File: src/rtl/pipe_pkg.sv
// Shared decode/execute pipeline definitions: default field widths, kill-bit index,
// bubble constants and the per-edge load classification used by stage registers.
package pipe_pkg;

    localparam int unsigned ALU_OP_W_DEF = 4;
    localparam int unsigned CTRL_W_DEF   = 8;
    localparam int unsigned KILL_BIT_DEF = 7;

    localparam logic [ALU_OP_W_DEF-1:0] BUBBLE_ALU_OP = '0;
    localparam logic [CTRL_W_DEF-1:0]   BUBBLE_CTRL   = '0;

    // What the stage register does on a given edge.
    typedef enum logic [1:0] {
        LdHold,        // freeze: keep everything
        LdBubbleCnt,   // bubble caused by stall/flush/flush window (counted)
        LdBubble,      // bubble from empty or self-killed decode (not counted)
        LdPass         // real instruction moves into EX
    } load_e;

    // Width of a down-counter that must hold values 0..max_val, never below 1 bit.
    function automatic int unsigned cnt_width(input int unsigned max_val);
        int unsigned w;
        w = $clog2(max_val + 1);
        return (w < 1) ? 1 : w;
    endfunction

endpackage

File: src/rtl/decode_ex_bubble_reg_if.sv
// Decode-to-execute control bus: hazard controls and decoded fields in, registered
// EX-side controls and status out.
interface decode_ex_bubble_reg_if #(
    parameter int unsigned ALU_OP_W = 4,
    parameter int unsigned CTRL_W   = 8,
    parameter int unsigned CNT_W    = 16
);

    logic                freeze;
    logic                stall;
    logic                flush;
    logic                valid_in;
    logic [ALU_OP_W-1:0] alu_op;
    logic [CTRL_W-1:0]   ctrl;

    logic [ALU_OP_W-1:0] o_alu_op;
    logic [CTRL_W-1:0]   o_ctrl;
    logic                o_valid;
    logic                o_flush_busy;
    logic [CNT_W-1:0]    o_bubble_cnt;

    // Decode/hazard side.
    modport master (
        output freeze, stall, flush, valid_in, alu_op, ctrl,
        input  o_alu_op, o_ctrl, o_valid, o_flush_busy, o_bubble_cnt
    );

    // Pipeline register side.
    modport slave (
        input  freeze, stall, flush, valid_in, alu_op, ctrl,
        output o_alu_op, o_ctrl, o_valid, o_flush_busy, o_bubble_cnt
    );

endinterface

File: src/rtl/sat_counter.sv
// Saturating up-counter with enable and synchronous active-high reset; sticks at all-ones.
module sat_counter #(
    parameter int unsigned WIDTH = 16
) (
    input  logic             clk,
    input  logic             rst,
    input  logic             i_en,
    output logic [WIDTH-1:0] o_count
);

    logic [WIDTH-1:0] r_count;

    always_ff @(posedge clk) begin
        if (rst) begin
            r_count <= '0;
        end else if (i_en && (r_count != {WIDTH{1'b1}})) begin
            r_count <= r_count + 1'b1;
        end
    end

    assign o_count = r_count;

endmodule

File: src/rtl/decode_ex_bubble_reg.sv
// Decode-to-execute control register with bubble insertion for stalls, killed or empty
// decode slots and multi-cycle flush windows, plus a global freeze and bubble counter.
module decode_ex_bubble_reg
    import pipe_pkg::*;
#(
    parameter int unsigned ALU_OP_W     = ALU_OP_W_DEF,
    parameter int unsigned CTRL_W       = CTRL_W_DEF,
    parameter int unsigned KILL_BIT     = KILL_BIT_DEF,
    parameter int unsigned FLUSH_CYCLES = 2,
    parameter int unsigned CNT_W        = 16
) (
    input logic                   clk,
    input logic                   rst,
    decode_ex_bubble_reg_if.slave bus
);

    localparam int unsigned REM_W = cnt_width(FLUSH_CYCLES);
    localparam logic [REM_W-1:0] REM_RELOAD = REM_W'(FLUSH_CYCLES - 1);

    load_e               w_load;
    logic [REM_W-1:0]    w_rem_d;
    logic                w_cnt_en;
    logic [CNT_W-1:0]    w_bubble_cnt;

    logic [ALU_OP_W-1:0] r_alu_op;
    logic [CTRL_W-1:0]   r_ctrl;
    logic                r_valid;
    logic [REM_W-1:0]    r_rem;
    logic                r_flush_busy;

    always_comb begin
        w_load  = LdPass;
        w_rem_d = r_rem;
        if (bus.freeze) begin
            w_load = LdHold;
        end else if (bus.flush) begin
            // A flush inside an open window restarts it.
            w_load  = LdBubbleCnt;
            w_rem_d = REM_RELOAD;
        end else if (r_rem != '0) begin
            w_load  = LdBubbleCnt;
            w_rem_d = r_rem - 1'b1;
        end else if (bus.stall) begin
            w_load = LdBubbleCnt;
        end else if (bus.ctrl[KILL_BIT] || !bus.valid_in) begin
            w_load = LdBubble;
        end
    end

    assign w_cnt_en = (w_load == LdBubbleCnt);

    always_ff @(posedge clk) begin
        if (rst) begin
            r_alu_op     <= ALU_OP_W'(BUBBLE_ALU_OP);
            r_ctrl       <= CTRL_W'(BUBBLE_CTRL);
            r_valid      <= 1'b0;
            r_rem        <= '0;
            r_flush_busy <= 1'b0;
        end else begin
            unique case (w_load)
                LdHold: begin
                end
                LdPass: begin
                    r_alu_op <= bus.alu_op;
                    r_ctrl   <= bus.ctrl;
                    r_valid  <= 1'b1;
                end
                default: begin
                    r_alu_op <= ALU_OP_W'(BUBBLE_ALU_OP);
                    r_ctrl   <= CTRL_W'(BUBBLE_CTRL);
                    r_valid  <= 1'b0;
                end
            endcase
            if (w_load != LdHold) begin
                r_rem        <= w_rem_d;
                r_flush_busy <= (w_rem_d != '0);
            end
        end
    end

    sat_counter #(
        .WIDTH (CNT_W)
    ) u_bubble_cnt (
        .clk     (clk),
        .rst     (rst),
        .i_en    (w_cnt_en),
        .o_count (w_bubble_cnt)
    );

    assign bus.o_alu_op     = r_alu_op;
    assign bus.o_ctrl       = r_ctrl;
    assign bus.o_valid      = r_valid;
    assign bus.o_flush_busy = r_flush_busy;
    assign bus.o_bubble_cnt = w_bubble_cnt;

endmodule

File: src/flat_wrapper.sv
// flat-port wrapper written by rule: the top's interface ports become plain ports
module decode_ex_bubble_reg_flat import pipe_pkg::*;
#(
    parameter int unsigned ALU_OP_W     = ALU_OP_W_DEF,
    parameter int unsigned CTRL_W       = CTRL_W_DEF,
    parameter int unsigned KILL_BIT     = KILL_BIT_DEF,
    parameter int unsigned FLUSH_CYCLES = 2,
    parameter int unsigned CNT_W        = 16
)
  (clk, rst, bus_freeze, bus_stall, bus_flush, bus_valid_in, bus_alu_op, bus_ctrl, bus_o_alu_op, bus_o_ctrl, bus_o_valid, bus_o_flush_busy, bus_o_bubble_cnt);
  decode_ex_bubble_reg_if #(.ALU_OP_W(ALU_OP_W), .CTRL_W(CTRL_W), .CNT_W(CNT_W)) bus_i ();
  input logic clk;
  input logic rst;
  input wire logic [$bits(bus_i.freeze)-1:0] bus_freeze;
  input wire logic [$bits(bus_i.stall)-1:0] bus_stall;
  input wire logic [$bits(bus_i.flush)-1:0] bus_flush;
  input wire logic [$bits(bus_i.valid_in)-1:0] bus_valid_in;
  input wire logic [$bits(bus_i.alu_op)-1:0] bus_alu_op;
  input wire logic [$bits(bus_i.ctrl)-1:0] bus_ctrl;
  output wire logic [$bits(bus_i.o_alu_op)-1:0] bus_o_alu_op;
  output wire logic [$bits(bus_i.o_ctrl)-1:0] bus_o_ctrl;
  output wire logic [$bits(bus_i.o_valid)-1:0] bus_o_valid;
  output wire logic [$bits(bus_i.o_flush_busy)-1:0] bus_o_flush_busy;
  output wire logic [$bits(bus_i.o_bubble_cnt)-1:0] bus_o_bubble_cnt;
  assign bus_i.freeze = bus_freeze;
  assign bus_i.stall = bus_stall;
  assign bus_i.flush = bus_flush;
  assign bus_i.valid_in = bus_valid_in;
  assign bus_i.alu_op = bus_alu_op;
  assign bus_i.ctrl = bus_ctrl;
  assign bus_o_alu_op = bus_i.o_alu_op;
  assign bus_o_ctrl = bus_i.o_ctrl;
  assign bus_o_valid = bus_i.o_valid;
  assign bus_o_flush_busy = bus_i.o_flush_busy;
  assign bus_o_bubble_cnt = bus_i.o_bubble_cnt;
  decode_ex_bubble_reg #(.ALU_OP_W(ALU_OP_W), .CTRL_W(CTRL_W), .KILL_BIT(KILL_BIT), .FLUSH_CYCLES(FLUSH_CYCLES), .CNT_W(CNT_W)) u_core (.clk(clk), .rst(rst), .bus(bus_i));
endmodule
File: config.mk
export PLATFORM = sky130hd
export DESIGN_NAME = decode_ex_bubble_reg_flat
export DESIGN_NICKNAME = d
export VERILOG_FILES = /design/src/rtl/pipe_pkg.sv /design/src/rtl/decode_ex_bubble_reg_if.sv /design/src/rtl/sat_counter.sv /design/src/rtl/decode_ex_bubble_reg.sv /design/src/flat_wrapper.sv
export SDC_FILE = /design/constraint.sdc
export NUM_CORES = 1
export LEC_CHECK = 0
export BUFFER_PORTS_ARGS = -buffer_cell sky130_fd_sc_hd__buf_2
export CELL_PAD_IN_SITES_DETAIL_PLACEMENT = 0
export CELL_PAD_IN_SITES_GLOBAL_PLACEMENT = 1
export CORE_ASPECT_RATIO = 0.75
export CORE_MARGIN = 1
export CORE_UTILIZATION = 36
export DETAILED_ROUTE_END_ITERATION = 6
export MAX_ROUTING_LAYER = met4
export PLACE_DENSITY_LB_ADDON = 0.1
export SYNTH_ARGS = -nofsm -noshare
export SYNTH_HDL_FRONTEND = slang
export SYNTH_SLANG_ARGS = --single-unit
File: constraint.sdc
create_clock -name clk -period 2.2 [get_ports clk]
set_clock_uncertainty 0.2 [all_clocks]
set_input_delay 0.11 -clock clk [delete_from_list [all_inputs] [get_ports clk]]
set_output_delay 0.11 -clock clk [all_outputs]
set_load 0.05 [all_outputs]
==> results of run 1 <==
power groups by stage:
stage / Sequential [mW] / Clock [mW] / Combinational, mW
after floorplan: 0.634 / 0 / 0.0346
after global placement: 0.610 / 0 / 0.0867
after detailed placement: 0.612 / 0 / 0.0885
after CTS: 0.599 / 0.474 / 0.103
after global routing: 0.600 / 0.504 / 0.111
final: 0.599 / 0.458 / 0.103
critical path, cell delays in order, from the launching register on:
cell	delay, ns
dfxtp_2	0.37
ha_1	0.26
and2_2	0.23
nand4_4	0.13
o21ai_2	0.14
or4_1	0.49
a21oi_1	0.14
cell families (layout without fill, tap and decap cells):
logic type / after synthesis / count (layout)
AOI/OAI and AO/OA: 29 / 29
xor gates and xnor gates: 10 / 10
adders and majority gates: 1 / 1
buffers and inverters: 8 / 71
DFF: 32 / 32
muxes: 1 / 1
and+or+nand+nor: 70 / 70
sequential cells by signal (all words and copies together), names as in the netlist:
| register | count |
|---|---|
| u_core.bus.o_flush_busy | 1 |
| u_core.r_rem | 2 |
| u_core.bus.o_alu_op | 4 |
| u_core.bus.o_ctrl | 8 |
| u_core.bus.o_valid | 1 |
| u_core.u_bubble_cnt.o_count | 16 |
path summary, 6_finish.rpt:
check | startpoint | endpoint | slack [ns] | depth (start not counted)
max | u_core.u_bubble_cnt.o_count[0]$_SDFFE_PP0P_ | u_core.u_bubble_cnt.o_count[9]$_SDFFE_PP0P_ | 0.16 | 6
min reg2reg | u_core.bus.o_ctrl[7]$_SDFFE_PP0P_ | u_core.bus.o_ctrl[7]$_SDFFE_PP0P_ | 0.22 | 2
max reg2reg | u_core.u_bubble_cnt.o_count[0]$_SDFFE_PP0P_ | u_core.u_bubble_cnt.o_count[9]$_SDFFE_PP0P_ | 0.16 | 6
min | bus_flush | u_core.bus.o_flush_busy$_SDFFE_PP0P_ | 0.006 | 5
area by class of cell:
cell class / count / area [um2]
Multi-Input combinational cell: 111 / 729.5
Clock inverter: 2 / 10.01
Inverter: 2 / 7.507
Tap cell: 52 / 65.06
Fill cell: 373 / 1803
Timing Repair Buffer: 61 / 367.9
Sequential cell: 32 / 643.1
Clock buffer: 6 / 82.58
per-layer routing:
layer	part of all wire [%]	vias to the layer above	GRT usage, %
met2	44	38	25.71
met3	5.4	5	5.072
li1	-	664	-
met1	50	593	20.74
met5	0	-	-
met4	1.1	0	6.044
cells in the final DEF (no fill, tap or decap), types with 3 or more instances in the layout:
cell type	Yosys	routed
o211ai_1	3	3
nand3_1	3	3
nor2_1	30	30
dlygate4sd3_1	0	11
buf_4	0	3
xnor2_1	3	3
and3_1	3	3
a21oi_1	8	8
nand2_1	8	8
buf_2	1	47
xor2_1	7	7
a22oi_1	11	11
clkbuf_8	0	6
dfxtp_1	32	30
or4_1	3	3
stage by stage:
| stage | std cells | util (%) | cell area, um2 |
|---|---|---|---|
| global route | 266 | 51.38 | 1906 |
| detailed placement | 247 | 45.92 | 1703 |
| CTS | 266 | 51.38 | 1906 |
| floorplan | 151 | - | 1409 |
| global placement | 247 | 45.92 | 1703 |
| finish | 266 | 51.38 | 1906 |
what timing repair did:
item                       CTS  global route
hold endpoints to repair    11             0
hold buffers                11             0
setup endpoints to repair    0             0
==> results.md, run 1 <==
* Post-synthesis adder-cell area fraction at less than 1%
* Antenna viol nets, final at 0
* Gate power share at around 9%
* RSZ-0062 raised after global routing: false
* Psw at about 0.28 mW
* Post-CTS Resized at 0
* Commonest cells post-synth: 32 x dfxtp_1, 30 x nor2_1, 11 x a22oi_1
* Die Ht at ~56 um
* Synth Flop Type: dfxtp_1
* Post-synth EDFFs at 0
* CTS tree: built
* Count of input and output buffers at between 40 and 50
* ANT cells at 0
* Achievable Freq at just under 500 MHz
* Syn Inst Count at 151
* Clk_lat worst skew at 0.28 ns
* Max Cap Viol at 0
* H-tree level count at 2
* Slew headroom at approximately three fifths
* TritonCTS Buffers at 5
* Vias in the first global route at around 1200
* TritonRoute pass-1 iters at 4
* Switch share at 24.39%
* Ys async rst share at 0%
* Synth Area in Compound Gates at 13.88%
* Avg Cell Area, Syn at a little over 9 um2
* Layout Nets at about 230
* GP Congestion at approximately 0.77
* Max-slew violations at 0
* # Post-CTS Setup Buffers at 0
* Crit Path Class: reg2reg
* Yosys cell types at 40
* Worst setup SP type: flip-flop
* Synth Warn # at 0
* Initial antenna violation count at 0
* Peak supply drop at ~430 uV
* Sequential share of the synthesized area at a little under half
* Core area at between 3000 and 4000 um2
* Yosys reg bits at 32
* Tmin final at 2.039 ns
* Yosys top cell by area: dfxtp_1
* Internal Power at 0.8767 mW
* Total power at 1.160 mW
* Largest net degree at the start of global routing at 34
* Period utilization at a little over 90%
* Die width at around 74 um
* Seq pwr share at slightly above 50%
* Cell Rows at 19
* Pre-CTS setup slack at about 0.18 ns
* CP endpoint kind: flip-flop
* Post-synthesis net count at 170
* Final Hold Vio Count at 0
* Global route total overflow at 0
* Post-Synth XOR/XNOR Area at approximately 6.2%
* CTS max path bufs at 2
* Status: finished, final reports clean
* Clock Power Share at between 30 and 40%
* Setup TNS at 0 ns
* Wire per inst at about 12 um
* Vias at 1300
* DRC viols at 0
* TritonCTS Sinks at 32
* DR vias/cell at roughly 5
* Layout cells sized above 1 at approximately a third
* Slew at the pin closest to its max-slew limit at 0.5894 ns
* Die ar. at 4163 um2
* Synthesized area at 1406 um2
* Initial DRC Count at between 70 and 80
* Most common cell in the netlist: dfxtp_1
* Largest family of logic cells by synthesized area: simple AND/OR/NAND/NOR gates
* First-pass GRT wire length at 5230 um
* Worst-path maximum fanout at 10
* Tot GR Track Use at 16.79%
* Leakage at roughly 0.84 nW
* WP data required at about 2.2 ns
* Root cell of the clock tree: clkbuf_8
* Clock-pin slew on the worst setup and hold paths at about 0.070 ns
* DRT Wirelength at 3198 um
* Top cell type's share of synthesized area at between 40 and 50%
* Area Growth Syn to Fin at 35.50%
* # setup viols final at 0
* CP Data Arrival Time at approximately 2.1 ns
* Simple-Gate Fraction of Synth Area at a little under a third
* Pwr Density at 608.5 nW/um2
* Initial Util at ~38%
* Min Hold Slack at roughly 0.0056 ns
* Mux contribution to synthesized area at 0.7117%
* Final worst slack at 0.1613 ns
* Worst min-delay path category: in2reg
* I/O pins at 48
* Hpwl dp at about 2200 um
* Ranking of synthesized cells by area: dfxtp_1 46%, nor2_1 8.0%, a22oi_1 5.9%
No activity file was read; power rests on OpenSTA's default activity.
==> inputs of run 2 (changes only) <==
- CELL_PAD_IN_SITES_DETAIL_PLACEMENT: 0 -> default
- CELL_PAD_IN_SITES_GLOBAL_PLACEMENT: 1 -> default
- CORE_UTILIZATION: 36 -> 49
- PLACE_DENSITY: default -> 0.78
- PLACE_DENSITY_LB_ADDON: 0.1 -> default
==> run 2 against run 1 <==
Global-route usage rose by 7.5 points. Sequential share of layout area up 0.54 points. Via count rose by 1.5%. Count of clock-buffer cells in the layout increased by 2. Total power decreased by 0.40%. Routed wire length grew 4.2%. Register-to-register slack barely moved. Critical path depth unchanged. Cell count down 6.4%. Flip-flop and latch count is the same.
==> results.md, run 2 (synthesized netlist as in run 1, its figures left out) <==
* Achievable Freq at 489.1 MHz
* GR peak layer: met2
* Post-CTS Resized at 0
* Slew headroom at between 60 and 70%
* Initial antenna violation count at 0
* Count of input and output buffers at between 40 and 50
* Status: finished, final reports clean
* DRT Wirelength at ~3300 um
* DRC viols at 0
* Vias in the first global route at 1200
* Met2 Usage GRT at between 30% and 40%
* Antenna viol nets, final at 0
* Most frequent cells in the layout: 47 x buf_2, 30 x nor2_1, 30 x dfxtp_1, 11 x a22oi_1, 11 x dlygate4sd3_1
* RSZ-0062 raised after global routing: false
* Initial Util at around 53%
* Critical path origin: u_core.u_bubble_cnt.o_count[0]$_SDFFE_PP0P_
* Worst-path maximum fanout at 10
* Die Ht at 48.40 um
* WP data required at 2.20 ns
* Most common cell after layout, fill and taps aside: buf_2
* TritonCTS Sinks at 32
* Max reg flops at 16
* Pwr Density at a little over 600 nW/um2
* Core area at 2663 um2
* GP Congestion at roughly 0.84
* Clk_lat worst skew at approximately 0.28 ns
* H-tree level count at 2
* Min Hold Slack at 0.03389 ns
* Total power at 1.155 mW
* Global route total overflow at 0
* GRT met3 Usage at approximately 6.4%
* Reg-to-Reg Start: u_core.u_bubble_cnt.o_count[0]$_SDFFE_PP0P_
* Inst Count DP at 230
* Final Hold Vio Count at 0
* Layout Nets at around 230
* TritonRoute pass-1 iters at 4
* Crit Path Class: reg2reg
* # setup viols final at 0
* # Post-CTS Setup Buffers at 0
* First-pass GRT wire length at between 5000 and 6000 um
* Die ar. at between 3000 and 4000 um2
* Clock-pin slew on the worst setup and hold paths at 0.06 ns
* Wire per inst at between 10 and 15 um
* Root cell of the clock tree: clkbuf_8
* TritonCTS Buffers at 5
* Leakage at slightly above 0.8 nW
* Finished Layout Cells at 249
* Slew at the pin closest to its max-slew limit at about 0.56 ns
* Tot GR Track Use at 24.28%
* Hold_buf cts at 11
* Max Cap Viol at 0
* Worst min-delay path category: in2reg
* Area Growth Syn to Fin at 33.36%
* DR vias/cell at 5.301
* Initial DRC Count at 57
* CP Data Arrival Time at between 2 and 2.5 ns
* Met1 Usage GRT at roughly 28%
* Max-slew violations at 0
* Layout cells sized above 1 at 32.39%
* Beginning of the worst hold path: bus_flush
* CTS tree: built
* Hpwl dp at about 2300 um
* I/O pins at 48
* Worst setup SP type: flip-flop
* CTS max path bufs at 2
* Cell Rows at 16
* CP endpoint kind: flip-flop
* Vias at about 1300
* Setup TNS at 0 ns
* Tmin final at 2.045 ns
* Period utilization at between 90% and 100%
* Die width at 63.86 um
* Peak supply drop at 411.3 uV
* Largest net degree at the start of global routing at 34
* ANT cells at 0
run 2: report_power, final:
part / total [mW] / leakage [nW] / internal, mW / switching [mW]
clock network: 0.450 / 0.0455 / 0.254 / 0.195
registers: 0.600 / 0.259 / 0.588 / 0.0115
logic: 0.106 / 0.527 / 0.0399 / 0.0657
run 2: final cells by class:
| cell class | count | area (um2) |
|---|---|---|
| fill | 197 | 787.0 |
| multi-input combinational | 111 | 729.5 |
| sequential | 32 | 643.1 |
| timing repair buffer | 60 | 360.3 |
| clock buffer | 8 | 90.09 |
| tap | 36 | 45.04 |
| inverter | 2 | 7.507 |
run 2: worst max-delay path, cell delays in order, from the launching register on:
cell	delay [ns]
dfxtp_2	0.37
ha_1	0.25
and2_2	0.23
nand4_4	0.13
o21ai_2	0.15
or4_1	0.49
a21oi_1	0.15
run 2: per-stage QoR:
step                utilization [%]  area, um2  worst slack, ns
global route                  70.44       1876          0.06694
global placement              62.92       1675           0.2523
finish                        70.44       1876           0.1552
detailed placement            62.92       1675           0.1707
floorplan                         -       1409          0.06452
CTS                           70.44       1876           0.1510
run 2: worst paths after layout:
check,cells past startpoint,endpoint,slack (ns)
setup / recovery,6,u_core.u_bubble_cnt.o_count[5]$_SDFFE_PP0P_,0.16
hold / removal,4,u_core.r_rem[1]$_SDFFE_PP0P_,0.03
setup reg to reg,6,u_core.u_bubble_cnt.o_count[5]$_SDFFE_PP0P_,0.16
hold reg to reg,2,u_core.bus.o_ctrl[7]$_SDFFE_PP0P_,0.23
run 2: routing by layer:
metal / wire length, um / vias to the layer above
met3: 179 / 10
met5: 0 / -
li1: - / 662
met1: 1464 / 607
met4: 67 / 0
met2: 1622 / 41
